File: src/rtl/temp_code_to_pulse_if.sv
// Handshake and pulse-train signal bundle for temp_code_to_pulse.
// master drives the code request and stop; slave is the pulse generator.
interface temp_code_to_pulse_if #(
  parameter int unsigned WIDTH = 8,
  parameter int unsigned REP_W = 4
);
  logic [WIDTH-1:0] code_in;
  logic [REP_W-1:0] rep_in;
  logic             code_valid;
  logic             code_ready;
  logic             stop;
  logic             pulse_out;
  logic             busy;
  logic             done;
  logic [REP_W-1:0] periods;

  modport master (
    output code_in, rep_in, code_valid, stop,
    input  code_ready, pulse_out, busy, done, periods
  );

  modport slave (
    input  code_in, rep_in, code_valid, stop,
    output code_ready, pulse_out, busy, done, periods
  );
endinterface

File: src/rtl/temp_code_to_pulse.sv
// Temperature code to comparator-style pulse train: max(code,1) low cycles then
// PULSE_LEN high cycles per period, for rep_in periods or until stopped.
module temp_code_to_pulse #(
  parameter int unsigned WIDTH     = 8,
  parameter int unsigned PULSE_LEN = 2,
  parameter int unsigned REP_W     = 4
) (
  input  logic                 clk,
  input  logic                 rst_n,
  temp_code_to_pulse_if.slave  bus
);

  typedef enum logic [1:0] {IDLE, LOW, HIGH} state_t;

  localparam int unsigned      HW    = (PULSE_LEN > 1) ? $clog2(PULSE_LEN) : 1;
  localparam logic [HW-1:0]    HLAST = HW'(PULSE_LEN - 1);
  localparam logic [REP_W-1:0] PSAT  = '1;

  state_t           state, state_n;
  logic [WIDTH-1:0] code_q;
  logic [WIDTH-1:0] lcnt, lcnt_n;
  logic [REP_W-1:0] rep_q;
  logic [REP_W-1:0] periods_q, periods_n;
  logic [HW-1:0]    hcnt, hcnt_n;
  logic             stop_pend, stop_pend_n;
  logic             pulse_q, busy_q, done_q;
  logic             take;
  logic             rep_hit;

  // Low phase lasts max(code,1) cycles, so the down-counter loads L-1.
  function automatic logic [WIDTH-1:0] low_load(input logic [WIDTH-1:0] c);
    return (c == '0) ? '0 : c - WIDTH'(1);
  endfunction

  assign bus.code_ready = (state == IDLE) && !done_q;
  assign take           = bus.code_valid && bus.code_ready;
  assign rep_hit        = (rep_q != '0) && ((periods_q + REP_W'(1)) == rep_q);

  always_comb begin
    state_n     = state;
    lcnt_n      = lcnt;
    hcnt_n      = hcnt;
    periods_n   = periods_q;
    stop_pend_n = stop_pend;
    unique case (state)
      IDLE: begin
        if (take) begin
          state_n     = LOW;
          lcnt_n      = low_load(bus.code_in);
          periods_n   = '0;
          stop_pend_n = 1'b0;
        end
      end
      LOW: begin
        if (bus.stop) stop_pend_n = 1'b1;
        if (lcnt == '0) begin
          state_n = HIGH;
          hcnt_n  = HLAST;
        end else begin
          lcnt_n = lcnt - WIDTH'(1);
        end
      end
      HIGH: begin
        if (bus.stop) stop_pend_n = 1'b1;
        if (hcnt == '0) begin
          if (periods_q != PSAT) periods_n = periods_q + REP_W'(1);
          // A stop seen in this very cycle still ends the train here.
          if (stop_pend || bus.stop || rep_hit) begin
            state_n = IDLE;
          end else begin
            state_n = LOW;
            lcnt_n  = low_load(code_q);
          end
        end else begin
          hcnt_n = hcnt - HW'(1);
        end
      end
      default: state_n = IDLE;
    endcase
  end

  always_ff @(posedge clk or negedge rst_n) begin
    if (!rst_n) begin
      state     <= IDLE;
      code_q    <= '0;
      rep_q     <= '0;
      lcnt      <= '0;
      hcnt      <= '0;
      periods_q <= '0;
      stop_pend <= 1'b0;
      pulse_q   <= 1'b0;
      busy_q    <= 1'b0;
      done_q    <= 1'b0;
    end else begin
      state     <= state_n;
      lcnt      <= lcnt_n;
      hcnt      <= hcnt_n;
      periods_q <= periods_n;
      stop_pend <= stop_pend_n;
      if (take) begin
        code_q <= bus.code_in;
        rep_q  <= bus.rep_in;
      end
      // Outputs are registered from the next state so they line up with it.
      pulse_q <= (state_n == HIGH);
      busy_q  <= (state_n != IDLE);
      done_q  <= (state == HIGH) && (state_n == IDLE);
    end
  end

  assign bus.pulse_out = pulse_q;
  assign bus.busy      = busy_q;
  assign bus.done      = done_q;
  assign bus.periods   = periods_q;

  a_done_not_busy: assert property (@(posedge clk) disable iff (!rst_n) done_q |-> !busy_q);

endmodule

File: src/flat_wrapper.sv
// flat-port wrapper written by rule: the top's interface ports become plain ports
module temp_code_to_pulse_flat 
#(
  parameter int unsigned WIDTH     = 8,
  parameter int unsigned PULSE_LEN = 2,
  parameter int unsigned REP_W     = 4
)
  (clk, rst_n, bus_code_in, bus_rep_in, bus_code_valid, bus_stop, bus_code_ready, bus_pulse_out, bus_busy, bus_done, bus_periods);
  temp_code_to_pulse_if #(.WIDTH(WIDTH), .REP_W(REP_W)) bus_i ();
  input  logic clk;
  input  logic rst_n;
  input wire logic [$bits(bus_i.code_in)-1:0] bus_code_in;
  input wire logic [$bits(bus_i.rep_in)-1:0] bus_rep_in;
  input wire logic [$bits(bus_i.code_valid)-1:0] bus_code_valid;
  input wire logic [$bits(bus_i.stop)-1:0] bus_stop;
  output wire logic [$bits(bus_i.code_ready)-1:0] bus_code_ready;
  output wire logic [$bits(bus_i.pulse_out)-1:0] bus_pulse_out;
  output wire logic [$bits(bus_i.busy)-1:0] bus_busy;
  output wire logic [$bits(bus_i.done)-1:0] bus_done;
  output wire logic [$bits(bus_i.periods)-1:0] bus_periods;
  assign bus_i.code_in = bus_code_in;
  assign bus_i.rep_in = bus_rep_in;
  assign bus_i.code_valid = bus_code_valid;
  assign bus_i.stop = bus_stop;
  assign bus_code_ready = bus_i.code_ready;
  assign bus_pulse_out = bus_i.pulse_out;
  assign bus_busy = bus_i.busy;
  assign bus_done = bus_i.done;
  assign bus_periods = bus_i.periods;
  temp_code_to_pulse #(.WIDTH(WIDTH), .PULSE_LEN(PULSE_LEN), .REP_W(REP_W)) u_core (.clk(clk), .rst_n(rst_n), .bus(bus_i));
endmodule
File: config.mk
export PLATFORM = sky130hd
export DESIGN_NAME = temp_code_to_pulse_flat
export DESIGN_NICKNAME = d
export VERILOG_FILES = /design/src/rtl/temp_code_to_pulse_if.sv /design/src/rtl/temp_code_to_pulse.sv /design/src/flat_wrapper.sv
export SDC_FILE = /design/constraint.sdc
export NUM_CORES = 1
export LEC_CHECK = 0
export BUFFER_PORTS_ARGS = -buffer_cell sky130_fd_sc_hd__clkbuf_2
export CORE_UTILIZATION = 65
export CTS_BUF_LIST = sky130_fd_sc_hd__clkbuf_8
export DETAILED_ROUTE_END_ITERATION = 16
export PLACE_DENSITY = 0.88
export SYNTH_ARGS = -nofsm -noshare
export SYNTH_HDL_FRONTEND = slang
export SYNTH_SLANG_ARGS = --single-unit
File: constraint.sdc
create_clock -name clk -period 3.99 [get_ports clk]
set_input_delay 1.197 -clock clk [delete_from_list [all_inputs] [get_ports clk]]
set_output_delay 1.197 -clock clk [all_outputs]
set_load 0.02 [all_outputs]
==> flow_metrics.py <==
metrics = {
    "placement": {
        "dp_hpwl_mm": 3.19,
        "port_buffers": 23,
        "dp.cells": 260,
        "preCtsSetupSlack_ns": 0.987,
        "routabilityCongestion": 0.892,
    },
    "detailed_routing": {
        "wire_per_inst_um": 16.0,
        "via_count": 1680,
        "drt_first_pass_iters": 10,
        "viasPerCell": 6.27,
        "drc": 2,
        "routed_wl_mm": 4.30,
        "first_iter_violations": 89,
        "antenna_left": 0,
    },
    "worst_setup_path": {
        "required_ns": 4.16,
        "crit_path_start_kind": "input pin",
        "arrival_ns": 2.93,
        "r2r_cells": 6,
        "cp_max_fo": 6,
        "path_cells": "clkbuf_2 > inv_1 > ha_1 > nor3b_1 > a31o_2 > a21oi_1 > a31oi_1 > o21ai_0 > mux2_2",
        "endpoint_kind": "flip-flop",
        "rrSetupSlack_ns": 1.72,
        "cp.depth": 9,
        "crit_type": "input pin to flip-flop",
        "crit_family": "compound AO/OA/AOI/OAI gates",
        "critPathSlowestCell": "nor3b_1",
        "path_buf_inv": 2,
        "cpPeakStageDelay_ns": 0.50,
    },
    "floorplan": {
        "die_h_um": 57.6,
        "design.die.area_sq_um": 3310,
        "ios": 24,
        "start_util": 0.709,
        "rows": 19,
        "die_x_um": 57.6,
        "coreArea_sq_um": 2830,
    },
    "global_route": {
        "grt_max_degree": 32,
        "antenna_found_initial": 0,
        "grt-ovfl-total": 0,
        "grt_pass1_wl_mm": 7.38,
        "track_usage": 0.295,
        "first_global_vias": 1729,
    },
    "sta": {
        "fin_crit_ns": 2.76,
        "fmax_mhz": 363,
        "fin_crit_sh": 0.691,
        "finalClockSkew_ns": 0.00465,
        "worstMarginPinSlew_ns": 0.747,
        "hold_viol_final": 0,
        "setup_slack_ns": 1.23,
        "rsz0062_at_grt": "false",
        "slew_viol_final": 0,
        "finalSetupTns_ns": 0,
        "relSlewSlack": 0.497,
        "finalSetupViolations": 0,
    },
    "cells_and_area": {
        "final_nets": 262,
        "final_cells": 268,
        "syn_to_final_growth_pct": 11.1,
        "diodes": 0,
        "drive_above_1_share": 0.219,
    },
    "clocking": {
        "clock-sinks": 31,
        "postCtsSetupBuffers": 0,
        "htree_levels": 2,
        "hold_buffers": 0,
        "cts-buffers-inserted": 5,
        "post_cts_resized": 0,
        "cts-root-buf": "clkbuf_8",
        "cts_tree": "done",
        "worstSkewPairLatency_ns": 0.29,
        "clockBufferDepth": 2,
        "path_clk_slew_ns": 0.07,
    },
    "synthesis": {
        "netlist.area_leader.share": 0.387,
        "ys_seq_elements": 31,
        "syn_inst": 210,
        "synth.distinct_cells": 44,
        "yosysTopAreaCell": "dfrtp_1",
        "ys.flop_type": "dfrtp_1",
        "avgSynthCellArea_sq_um": 9.55,
        "syn_nets": 236,
        "synth_common_cells": "dfrtp_1, nor2_1, a21oi_1",
        "synth_edf_count": 0,
        "yosysWarningCount": 0,
        "yosysMostFrequentCell": "dfrtp_1",
        "synthTopCellsByArea": "dfrtp_1, mux2_2, ha_1",
        "synthArstFlopShare": 1.00,
        "ys_seq_area_frac": 0.387,
        "syn_area_sq_um": 2010,
    },
    "min_path": {
        "worstHoldPathCells": 2,
        "holdCritPathClass": "flip-flop to flip-flop",
    },
    "pwr": {
        "p_leak_uw": 0.00111,
        "pwr_density_cell_nw_per_um2": 259,
        "power_uw": 577,
        "ir_drop_mv": 0.246,
    },
    "status": {
        "outcome": "complete, but fails checks",
        "violations": "design-rule violations",
    },
    "run": {
        "max_cap_viol_count": 0,
    },
}
[metrics by stage]
step	hold WS [ns]	utilization	area, sq um
4_1_cts	0.541	0.788	2230
6_report	0.541	0.788	2230
2_1_floorplan	0.473	-	2010
3_5_place_dp	0.525	0.758	2140
3_3_place_gp	0.516	0.758	2140
5_1_grt	0.581	0.788	2230
[worst min-delay path: stages, from the launching register on]
cell     delay (ns)
dfrtp_1        0.37
nand2_1        0.06
o21ai_0        0.07
[logic make-up after synthesis]
kind of cell             Yosys count  share of synthesized area
AO/OA/AOI/OAI                     50                      0.167
XOR/XNOR                          16                     0.0699
adder cells (fa/ha/maj)           10                     0.0624
buffers and inverters             17                     0.0318
flip-flops                        31                      0.387
multiplexers                      19                      0.106
AND/OR/NAND/NOR                   67                      0.176
[layout make-up]
type | instances | area [sq um]
repair buffers | 23 | 115
fillers | 199 | 601
clock buffers | 5 | 68.8
multi-input cells | 162 | 1170
clock inverters | 3 | 15.0
inverters | 13 | 48.8
flip-flops and latches | 31 | 776
well taps | 31 | 38.8
[sequential cells by signal, summed over array words and instances, names as in the netlist]
register              flops
u_core.stop_pend          1
u_core.bus.busy           1
u_core.code_q             8
u_core.bus.periods        4
u_core.lcnt               8
u_core.bus.done           1
u_core.hcnt               1
u_core.rep_q              4
u_core.state              2
u_core.bus.pulse_out      1
[metal layers]
layer | part of all wire | vias to the layer above | global-route usage
li1 | - | 810 | -
met1 | 0.42 | 805 | 0.332
met2 | 0.51 | 50 | 0.518
met3 | 0.040 | 15 | 0.0794
met4 | 0.028 | 0 | 0.132
met5 | 0 | - | 0
[final timing paths]
| path | from | to |
|---|---|---|
| worst min register to register | u_core.code_q[1]$_DFFE_PN0P_ | u_core.code_q[1]$_DFFE_PN0P_ |
| min in group asynchronous | rst_n | u_core.bus.periods[3]$_DFFE_PN0P_ |
| worst min-delay path | u_core.code_q[1]$_DFFE_PN0P_ | u_core.code_q[1]$_DFFE_PN0P_ |
| max in group asynchronous | rst_n | u_core.code_q[0]$_DFFE_PN0P_ |
| worst max register to register | u_core.bus.periods[2]$_DFFE_PN0P_ | u_core.lcnt[4]$_DFFE_PN0P_ |
| worst max-delay path | bus_code_in[0] | u_core.lcnt[3]$_DFFE_PN0P_ |
[layout by cell type, fill, tap and decap left out, types with 4 or more instances in the layout]
cell type	synthesis	final
a21oi_1	15	15
a31oi_1	4	4
clkbuf_2	0	23
clkbuf_8	0	5
dfrtp_1	31	31
ha_1	10	10
inv_1	13	13
mux2_2	14	14
mux2i_1	4	4
nand2_1	14	14
nand3_1	5	5
nor2_1	18	18
nor3_1	7	7
o21ai_0	11	11
xnor2_1	9	9
xor2_1	7	7
[report_power, final]
| group | total, uW | switching [uW] | internal, uW | leakage, uW |
|---|---|---|---|---|
| Clock | 238 | 119 | 119 | 0.0000477 |
| Sequential | 314 | 0.0000000000000361 | 314 | 0.000398 |
| Combinational | 24.8 | 15.5 | 9.22 | 0.000666 |
| Total | 577 | 134 | 443 | 0.00111 |
No activity file was read; power rests on OpenSTA's default activity.
